## src/rtl/seg_status_ctrl_pkg.sv

```systemverilog
// Shared definitions for the status-to-7-segment controller: state codes,
// display glyphs and width helpers.
package seg_status_ctrl_pkg;

  typedef enum logic [2:0] {
    ST_RST   = 3'd0,
    ST_SLEEP = 3'd1,
    ST_LIGHT = 3'd2,
    ST_DRAW  = 3'd3,
    ST_WRITE = 3'd4,
    ST_ERASE = 3'd5,
    ST_COLOR = 3'd6,
    ST_STOP  = 3'd7
  } st_state_e;

  typedef enum logic {
    PH_OFF = 1'b0,
    PH_ON  = 1'b1
  } blink_phase_e;

  localparam logic [3:0] GLYPH_EIGHT = 4'h8;
  localparam logic [3:0] GLYPH_SLEEP = 4'hA;
  localparam logic [3:0] GLYPH_ERR   = 4'hF;
  localparam logic [3:0] GLYPH_BLANK = 4'h0;

  localparam int CLOCK_FREQ = 50_000_000;

  // Counter width able to hold 0..v-1, never narrower than one bit.
  function automatic int clog2_min1(input int v);
    return (v <= 2) ? 1 : $clog2(v);
  endfunction

endpackage

```

## src/rtl/seg_status_ctrl_blink_timer.sv

```systemverilog
// Blink engine: half-period tick counter, ON/OFF phase and a finite
// period count that ends in a steady-ON state with a one-cycle done pulse.
//
//   phase  | meaning
//   -------+-------------------------------------------------------------
//   PH_ON  | digits lit; entered on clear and on every OFF->ON wrap
//   PH_OFF | digits dark; entered on every ON->OFF wrap
//   steady | terminal flag: count reached BLINK_CYCLES, timer frozen in ON
//
// Outputs carry next-state values so the parent's registered outputs line
// up with the timer state without an extra cycle of latency.
module blink_timer
  import seg_status_ctrl_pkg::*;
#(
  parameter int HALF         = 4,
  parameter int BLINK_CYCLES = 2
) (
  input  logic         clk,
  input  logic         rst_n,
  input  logic         i_clear,
  input  logic         i_run,
  input  logic         i_endless,
  output blink_phase_e o_phase,
  output logic         o_done_pulse,
  output logic         o_steady
);

  localparam int TICK_W = clog2_min1(HALF);
  localparam int CNT_W  = clog2_min1(BLINK_CYCLES + 1);
  localparam logic [TICK_W-1:0] TICK_LAST = TICK_W'(HALF - 1);
  localparam logic [CNT_W-1:0]  CNT_DONE  = CNT_W'(BLINK_CYCLES);

  logic [TICK_W-1:0] r_tick;
  logic [CNT_W-1:0]  r_cnt;
  blink_phase_e      r_phase;
  logic              r_steady;

  logic [TICK_W-1:0] w_tick_nxt;
  logic [CNT_W-1:0]  w_cnt_nxt;
  blink_phase_e      w_phase_nxt;
  logic              w_steady_nxt;
  logic              w_done_nxt;

  always_comb begin
    w_tick_nxt   = r_tick;
    w_cnt_nxt    = r_cnt;
    w_phase_nxt  = r_phase;
    w_steady_nxt = r_steady;
    w_done_nxt   = 1'b0;
    if (i_clear) begin
      w_tick_nxt  = '0;
      w_cnt_nxt   = '0;
      w_phase_nxt = PH_ON;
      w_steady_nxt = 1'b0;
      // A zero-length blink sequence completes on the entry cycle itself.
      if (i_run && !i_endless && (BLINK_CYCLES == 0)) begin
        w_steady_nxt = 1'b1;
        w_done_nxt   = 1'b1;
      end
    end else if (i_run && !r_steady) begin
      if (r_tick == TICK_LAST) begin
        w_tick_nxt = '0;
        if (r_phase == PH_ON) begin
          w_phase_nxt = PH_OFF;
        end else begin
          w_phase_nxt = PH_ON;
          if (!i_endless) begin
            w_cnt_nxt = r_cnt + 1'b1;
            if (w_cnt_nxt == CNT_DONE) begin
              w_steady_nxt = 1'b1;
              w_done_nxt   = 1'b1;
            end
          end
        end
      end else begin
        w_tick_nxt = r_tick + 1'b1;
      end
    end
  end

  always_ff @(posedge clk or negedge rst_n) begin
    if (!rst_n) begin
      r_tick   <= '0;
      r_cnt    <= '0;
      r_phase  <= PH_ON;
      r_steady <= 1'b0;
    end else begin
      r_tick   <= w_tick_nxt;
      r_cnt    <= w_cnt_nxt;
      r_phase  <= w_phase_nxt;
      r_steady <= w_steady_nxt;
    end
  end

  assign o_phase      = w_phase_nxt;
  assign o_done_pulse = w_done_nxt;
  assign o_steady     = w_steady_nxt;

endmodule

```

## src/rtl/seg_status_ctrl.sv

```systemverilog
// Maps the system state code onto 7-segment digit nibbles and enables for
// hex_display, with a blink sequence on RST and endless blink on bad codes.
module seg_status_ctrl
  import seg_status_ctrl_pkg::*;
#(
  parameter int N_DIGITS     = 8,
  parameter int STATE_W      = 3,
  parameter int CLK_HZ       = CLOCK_FREQ,
  parameter int BLINK_HZ     = 2,
  parameter int BLINK_CYCLES = 2,
  localparam int DATA_W      = 4 * N_DIGITS,
  localparam int VAL_W       = (N_DIGITS > 2) ? 4 * (N_DIGITS - 2) : 1
) (
  input  logic                clk,
  input  logic                rst_n,
  input  logic [STATE_W-1:0]  state_i,
  input  logic [VAL_W-1:0]    value_i,
  output logic [DATA_W-1:0]   data_o,
  output logic [N_DIGITS-1:0] en_o,
  output logic                blink_done_o
);

  localparam int HALF = (BLINK_HZ > 0) ? CLK_HZ / (2 * BLINK_HZ) : 0;

  if (HALF < 1) begin : g_bad_half
    $error("seg_status_ctrl: blink half-period CLK_HZ/(2*BLINK_HZ) must be >= 1");
  end
  if (STATE_W < 3) begin : g_bad_state_w
    $error("seg_status_ctrl: STATE_W must be >= 3");
  end

  logic [STATE_W-1:0]  r_state_q;
  logic                r_first;
  logic [DATA_W-1:0]   r_data;
  logic [N_DIGITS-1:0] r_en;
  logic                r_done;

  logic                w_change;
  logic [31:0]         w_state_ext;
  logic                w_illegal;
  st_state_e           w_code;
  logic                w_run;
  blink_phase_e        w_phase;
  logic                w_blink_done;
  logic                w_steady;
  logic [DATA_W-1:0]   w_val_pad;
  logic [DATA_W-1:0]   w_data_nxt;
  logic [N_DIGITS-1:0] w_en_nxt;
  logic                w_done_nxt;

  assign w_change    = r_first || (state_i != r_state_q);
  assign w_state_ext = 32'(state_i);
  assign w_illegal   = (w_state_ext > 32'd7);
  assign w_code      = st_state_e'(w_state_ext[2:0]);
  assign w_run       = w_illegal || (w_code == ST_RST);
  assign w_val_pad   = DATA_W'(value_i);

  blink_timer #(
    .HALF         (HALF),
    .BLINK_CYCLES (BLINK_CYCLES)
  ) u_blink_timer (
    .clk          (clk),
    .rst_n        (rst_n),
    .i_clear      (w_change),
    .i_run        (w_run),
    .i_endless    (w_illegal),
    .o_phase      (w_phase),
    .o_done_pulse (w_blink_done),
    .o_steady     (w_steady)
  );

  always_comb begin
    w_data_nxt = '0;
    w_en_nxt   = '0;
    w_done_nxt = 1'b0;
    if (w_illegal) begin
      w_data_nxt = {N_DIGITS{GLYPH_ERR}};
      w_en_nxt   = (w_phase == PH_ON) ? '1 : '0;
    end else begin
      case (w_code)
        ST_RST: begin
          w_data_nxt = {N_DIGITS{GLYPH_EIGHT}};
          w_en_nxt   = (w_steady || (w_phase == PH_ON)) ? '1 : '0;
          w_done_nxt = w_blink_done;
        end
        ST_SLEEP: begin
          // Top three digits; on narrow displays this covers every digit.
          for (int d = 0; d < N_DIGITS; d++) begin
            if (d >= N_DIGITS - 3) begin
              w_data_nxt[4*d +: 4] = GLYPH_SLEEP;
              w_en_nxt[d]          = 1'b1;
            end
          end
        end
        default: begin
          for (int d = 0; d < N_DIGITS; d++) begin
            if (d == N_DIGITS - 1) begin
              w_data_nxt[4*d +: 4] = {1'b0, w_code};
              w_en_nxt[d]          = 1'b1;
            end else if (d == N_DIGITS - 2) begin
              w_data_nxt[4*d +: 4] = GLYPH_BLANK;
              w_en_nxt[d]          = 1'b0;
            end else begin
              w_data_nxt[4*d +: 4] = w_val_pad[4*d +: 4];
              w_en_nxt[d]          = 1'b1;
            end
          end
        end
      endcase
    end
  end

  always_ff @(posedge clk or negedge rst_n) begin
    if (!rst_n) begin
      r_state_q <= '0;
      r_first   <= 1'b1;
      r_data    <= '0;
      r_en      <= '0;
      r_done    <= 1'b0;
    end else begin
      r_state_q <= state_i;
      r_first   <= 1'b0;
      r_data    <= w_data_nxt;
      r_en      <= w_en_nxt;
      r_done    <= w_done_nxt;
    end
  end

  assign data_o       = r_data;
  assign en_o         = r_en;
  assign blink_done_o = r_done;

endmodule

```

## config.mk

```make
export PLATFORM = sky130hd
export DESIGN_NAME = seg_status_ctrl
export DESIGN_NICKNAME = d
export VERILOG_FILES = /design/src/rtl/seg_status_ctrl_pkg.sv /design/src/rtl/seg_status_ctrl_blink_timer.sv /design/src/rtl/seg_status_ctrl.sv
export SDC_FILE = /design/constraint.sdc
export NUM_CORES = 1
export LEC_CHECK = 0
export ABC_CLOCK_PERIOD_IN_PS = 4570
export CAP_MARGIN = 10
export CORE_ASPECT_RATIO = 0.7
export CORE_MARGIN = 1.5
export CORE_UTILIZATION = 53
export DETAILED_ROUTE_END_ITERATION = 16
export PLACE_DENSITY = 0.93
export SETUP_SLACK_MARGIN = 0.2
export SYNTH_ARGS = -nofsm -noshare
export SYNTH_HDL_FRONTEND = slang
export SYNTH_SLANG_ARGS = --single-unit
```

## constraint.sdc

```tcl
create_clock -name clk -period 4.57 [get_ports clk]
set_input_delay 0.6855 -clock clk [delete_from_list [all_inputs] [get_ports clk]]
set_output_delay 0.6855 -clock clk [all_outputs]
set_load 0.01 [all_outputs]
```

==> Word level (Yosys, flattened, before mapping) <==
Index checks and enable logic that the tools add are counted.
W data, S select, Z words.
{ "classes": {"addsub": 2, "order_cmp": 1, "n_eq_ne": 6, "n_mux": 33, "n_reduce_logical": 9} }
{ "ops": {"columns": ["op", "count"], "rows": [
  ["$mux W24", 3],
  ["$pmux W20 S2", 1],
  ["$mux W32", 1],
  ["$add A24 B1 Y24 const B", 1],
  ["$eq A24 B24 Y1 const B", 1],
  ["$mux W8", 3],
  ["$pmux W12 S2", 1],
  ["$mux W1", 17],
  ["$mux W2", 5],
  ["$pmux W5 S2", 1],
  ["$pmux W3 S2", 1],
  ["$ne A2 B1 Y1 const B", 2],
  ["$reduce_and A4 Y1", 1],
  ["$reduce_bool A2 Y1", 2],
  ["$eq A3 B1 Y1 const B", 1],
  ["$gt A3 B3 Y1 const B", 1],
  ["$logic_not A3 Y1", 1],
  ["$logic_or A1 B1 Y1", 3],
  ["$ne A3 B3 Y1", 1],
  ["$add A2 B1 Y2 const B", 1],
  ["$eq A2 B2 Y1 const B", 1],
  ["$logic_and A1 B1 Y1", 1],
  ["$logic_not A1 Y1", 1]
]} }
{ "totals": {"regBits": 73, "in_bits": 29, "out_inout_bits": 41} }

==> Depth between registers and ports, before layout <==
{ "logic_depth": {"word_depth": 12, "depth_mapped": 8} }

==> Cells and area by module <==
From an unflattened synthesis, not the netlist that was laid out.
{ "hier_totals": {"cells_unflattened": 288, "area_unflattened_um2": 3039.2} }
{ "by_module_without_submodules": {"columns": ["mod", "n_inst", "cells_per_inst", "area_each_um2", "seq_area_each_um2"], "rows": [
  ["blink_timer", 1, 196, 1715.4, 701.9],
  ["seg_status_ctrl", 1, 92, 1323.8, 952.2]
]} }

==> Worst setup path after synthesis <==
No wires, ideal clock.
{ "synth_timing": {"path_type": "flip-flop to flip-flop", "startpoint": "register u_blink_timer.r_tick[16]", "endpoint": "register u_blink_timer.r_tick[12]", "setup_time_ns": 0.136, "t_arrival_ns": 2.142, "t_required_ns": 4.434, "path_slack_ns": 2.292, "stages_incl_launch_ff": 8, "path_buffers": 2, "period_less_slack_ns": 2.278, "cell_sequence": "dfrtp_1 or4_4 or4_4 or2_1 buf_6 buf_6 a31oi_1 a21oi_1"} }
{ "synth_between": {"elab_chain_len": 4} }
{ "synth_rtl": {"columns": ["element", "line", "source"], "rows": [
  ["from (decl)", "seg_status_ctrl_blink_timer.sv:33", "logic [TICK_W-1:0] r_tick;"],
  ["from (signal assigned)", "seg_status_ctrl_blink_timer.sv:88", "r_tick <= w_tick_nxt;"],
  ["$eq A24 B24 Y1", "seg_status_ctrl_blink_timer.sv:61", "if (r_tick == TICK_LAST) begin"],
  ["$mux W24", "seg_status_ctrl_blink_timer.sv:61", null],
  ["$mux W24", "seg_status_ctrl_blink_timer.sv:60", "end else if (i_run && !r_steady) begin"],
  ["$mux W24", "seg_status_ctrl_blink_timer.sv:50", "if (i_clear) begin"]
]} }
Every way passes these cells. The select of a mux whose other input is x is not followed.
A chain may end at the register's enable or synchronous reset.

==> Final worst setup path <==
{ "layout_timing": {"startpoint": "input port state_i[1]", "endpoint": "register u_blink_timer.r_tick[8]"} }
{ "layout_between": {"elab_chain_len": 4, "word_cells_on_any_way": 8} }
{ "layout_rtl": {"columns": ["element", "line", "source"], "rows": [
  ["from (decl)", "seg_status_ctrl.sv:16", "input logic [STATE_W-1:0] state_i,"],
  ["$gt A3 B3 Y1 / $logic_not A3 Y1 (equally long branches)", "seg_status_ctrl.sv:53, seg_status_ctrl.sv:55", null],
  ["$logic_or A1 B1 Y1", "seg_status_ctrl.sv:55", "assign w_run = w_illegal || (w_code == ST_RST);"],
  ["$logic_and A1 B1 Y1", "seg_status_ctrl_blink_timer.sv:60", null],
  ["$reduce_bool A2 Y1 (no source line)", null, null]
]} }
Several ways; a longest one is shown, not always the timed one.

==> out/metrics.cfg <==
[clocking]
path_clk_slew_ns=0.07
clockRootBuffer=clkbuf_8
htreeDepth=3
cts.sinks=66
cts_resized=0
cts_buffers=9
postCtsSetupBuffers=0
clk_path_buf_depth=2
clk_latency_ns=0.35
cts_hold_buf=0
cts_tree=yes

[setup_path]
crit_path_end_kind=register
crit_arrival_ns=3.18
worstPathMaxFanout=29
crit_type=input pin to register
start_kind=input pin
required_ns=4.83

[detailed_routing]
ant_nets=0
routed_wl_mm=7.28
wl_per_cell_um=17.2
dr_total_vias=2469
drcViolationCount=0
wl_met3_um=616
drtIter0Drc=331
drtPass1Iterations=5
top_layer_used=met4
post_drt_via_cell_ratio=5.82
wl_met1_mm=3.07
met2_wirelength_mm=3.45

[synth]
synth_top_area_cell=dfrtp_1
yosys_register_bits=66
yosys.area.top_type_share_pct=54.0
synth-simple-area-share_pct=24.9
ys_seq_area_share_pct=55.8
synth_compound_area_share_pct=9.96
synth_mux_area_share_pct=0.760
syn_area_per_cell_um2=10.4
synth_xor_xnor_area_share_pct=2.66
synth_edf_count=0
synthArstFlopShare_pct=100
synth_area_leaders=dfrtp_1 54%, and2_1 4.2%, nand2_1 3.2%
yosysWarnings=0
dominantRegCellSynth=dfrtp_1
ys_types=42
synth_top_family_by_area=simple AND/OR/NAND/NOR gates
synth_area_um2=2960
synthAdderAreaFrac_pct=0.844
syn_inst=286

[grt]
grt_first_pass_wirelength_mm=12.1
antenna_found_initial=0
grt_pass1_vias=2449
grt_max_degree=40
grt_use_total_pct=26.3
grt.overflow.total=0

[sta]
rsz0062_at_grt=false
fmax_mhz=342
setup_tns_ns=0
setup-violations-final=0
fin_crit_sh_pct=63.9
fin_hold_ws_ns=0.337
slew_headroom_pct=31.7
fin_crit_ns=2.92
hold_viol_final=0
finalClockSkew_ns=0.00507
slew_violations=0
max_slew.worst_pin.slew_ns=1.03

[floorplan]
die_area_um2=6060
start_util_pct=55.8
die_x_um=92.4
io_pins=70
die_y_um=65.6
rows=22
core-area_um2=5310

[run]
drv_cap=0

[placement]
port_buffers=69
gp_congestion=0.868
hpwl_mm=4.82
place_area_um2=3640

[finish]
areaGrowthSynthToFinish_pct=29.6
mostFrequentLayoutCell=clkdlybuf4s50_1
diodes=0
drive_above_1_share_pct=10.2
nFillCells=335
layout.nets=378
layout_common_cells=68 x clkdlybuf4s50_1, 64 x dfrtp_1, 25 x nand2_1
fin_area_um2=3840

[power]
p_leak_nw=1.56
p_per_area_nw_per_um2=319
finalPower_mw=1.23
vdd_drop_max_mv=0.301

[run_status]
status=finished clean

[worst_hold_path]
min-delay-path-class=input pin to asynchronous set/reset pin

-- layer usage --
layer | vias to the layer above | GRT usage [%]
met5 | - | 0
met4 | 0 | 11.7
met3 | 18 | 6.71
met2 | 151 | 41.5
met1 | 1168 | 34.7
li1 | 1132 | -
-- synthesized netlist by cell type (all sizes together) (2+ instances only) --
library cell	instances
a21o	6
a21oi	18
a311oi	2
a31oi	5
and2	20
and3	3
and4	3
buf	9
clkbuf	14
dfrtp	64
dfstp	2
ha	2
inv	5
mux2	2
nand2	25
nand3	14
nand4	12
nor2	14
nor3	10
nor4	5
o211a	2
o21ai	11
or2	5
or3	3
or4	13
xnor2	3
xor2	6
-- critical path: stages --
cell	delay (ns)
clkdlybuf4s50_1	0.51
xor2_1	0.22
or4_1	0.98
or4_1	0.66
o21ai_0	0.10
-- logic make-up after synthesis --
| kind of cell | after synthesis |
|---|---|
| AOI/OAI and AO/OA | 48 |
| xor gates and xnor gates | 9 |
| adders and majority gates | 2 |
| buffers and inverters | 28 |
| DFF | 66 |
| muxes | 2 |
| other | 1 |
| and+or+nand+nor | 130 |
-- path summary, 6_finish.rpt --
kind                                                      startpoint                              endpoint  slack (ns)  depth (start not counted)
min in group clk                u_blink_timer.r_tick[20]$_DFFE_PN0N_  u_blink_timer.r_tick[20]$_DFFE_PN0N_        0.52                          1
worst max register to register  u_blink_timer.r_tick[14]$_DFFE_PN0N_   u_blink_timer.r_tick[0]$_DFFE_PN0N_        1.80                          5
worst max-delay path                                      state_i[1]   u_blink_timer.r_tick[8]$_DFFE_PN0N_        1.65                          5
max in group asynchronous                                      rst_n                     r_first$_DFF_PN1_        3.32                          2
worst min register to register  u_blink_timer.r_tick[20]$_DFFE_PN0N_  u_blink_timer.r_tick[20]$_DFFE_PN0N_        0.52                          1
worst min-delay path                                           rst_n   u_blink_timer.r_tick[4]$_DFFE_PN0N_        0.34                          1
-- report_power, final --
group / switching [mW] / internal (mW) / total (mW)
sequential: 0.00668 / 0.604 / 0.611
combinational: 0.0566 / 0.0668 / 0.123
clock: 0.225 / 0.267 / 0.492
total: 0.288 / 0.938 / 1.23
-- registers in the layout (all words and copies together), names as in the netlist --
signal	cells
blink_done_o	1
data_o	30
en_o	3
r_first	1
r_state_q	3
u_blink_timer.r_cnt	2
u_blink_timer.r_phase	1
u_blink_timer.r_steady	1
u_blink_timer.r_tick	24
-- final cells by class --
cell class	instances	area [µm²]	share of cell area [%]
clock buffers	10	138	3.58
well taps	72	90.1	2.34
clock inverters	6	66.3	1.73
multi-input cells	193	1170	30.4
repair buffers	72	708	18.4
flip-flops and latches	66	1650	43.0
inverters	5	18.8	0.488
-- per-stage QoR --
step           worst slack (ns)  instances  util (%)
3_5_place_dp               1.36        408      68.5
6_report                   1.65        424      72.3
2_1_floorplan              2.29        287         -
4_1_cts                    1.70        424      72.3
3_3_place_gp               1.49        408      68.5
5_1_grt                    1.55        424      72.3
Note: power is estimated with default switching activity, not from simulation.
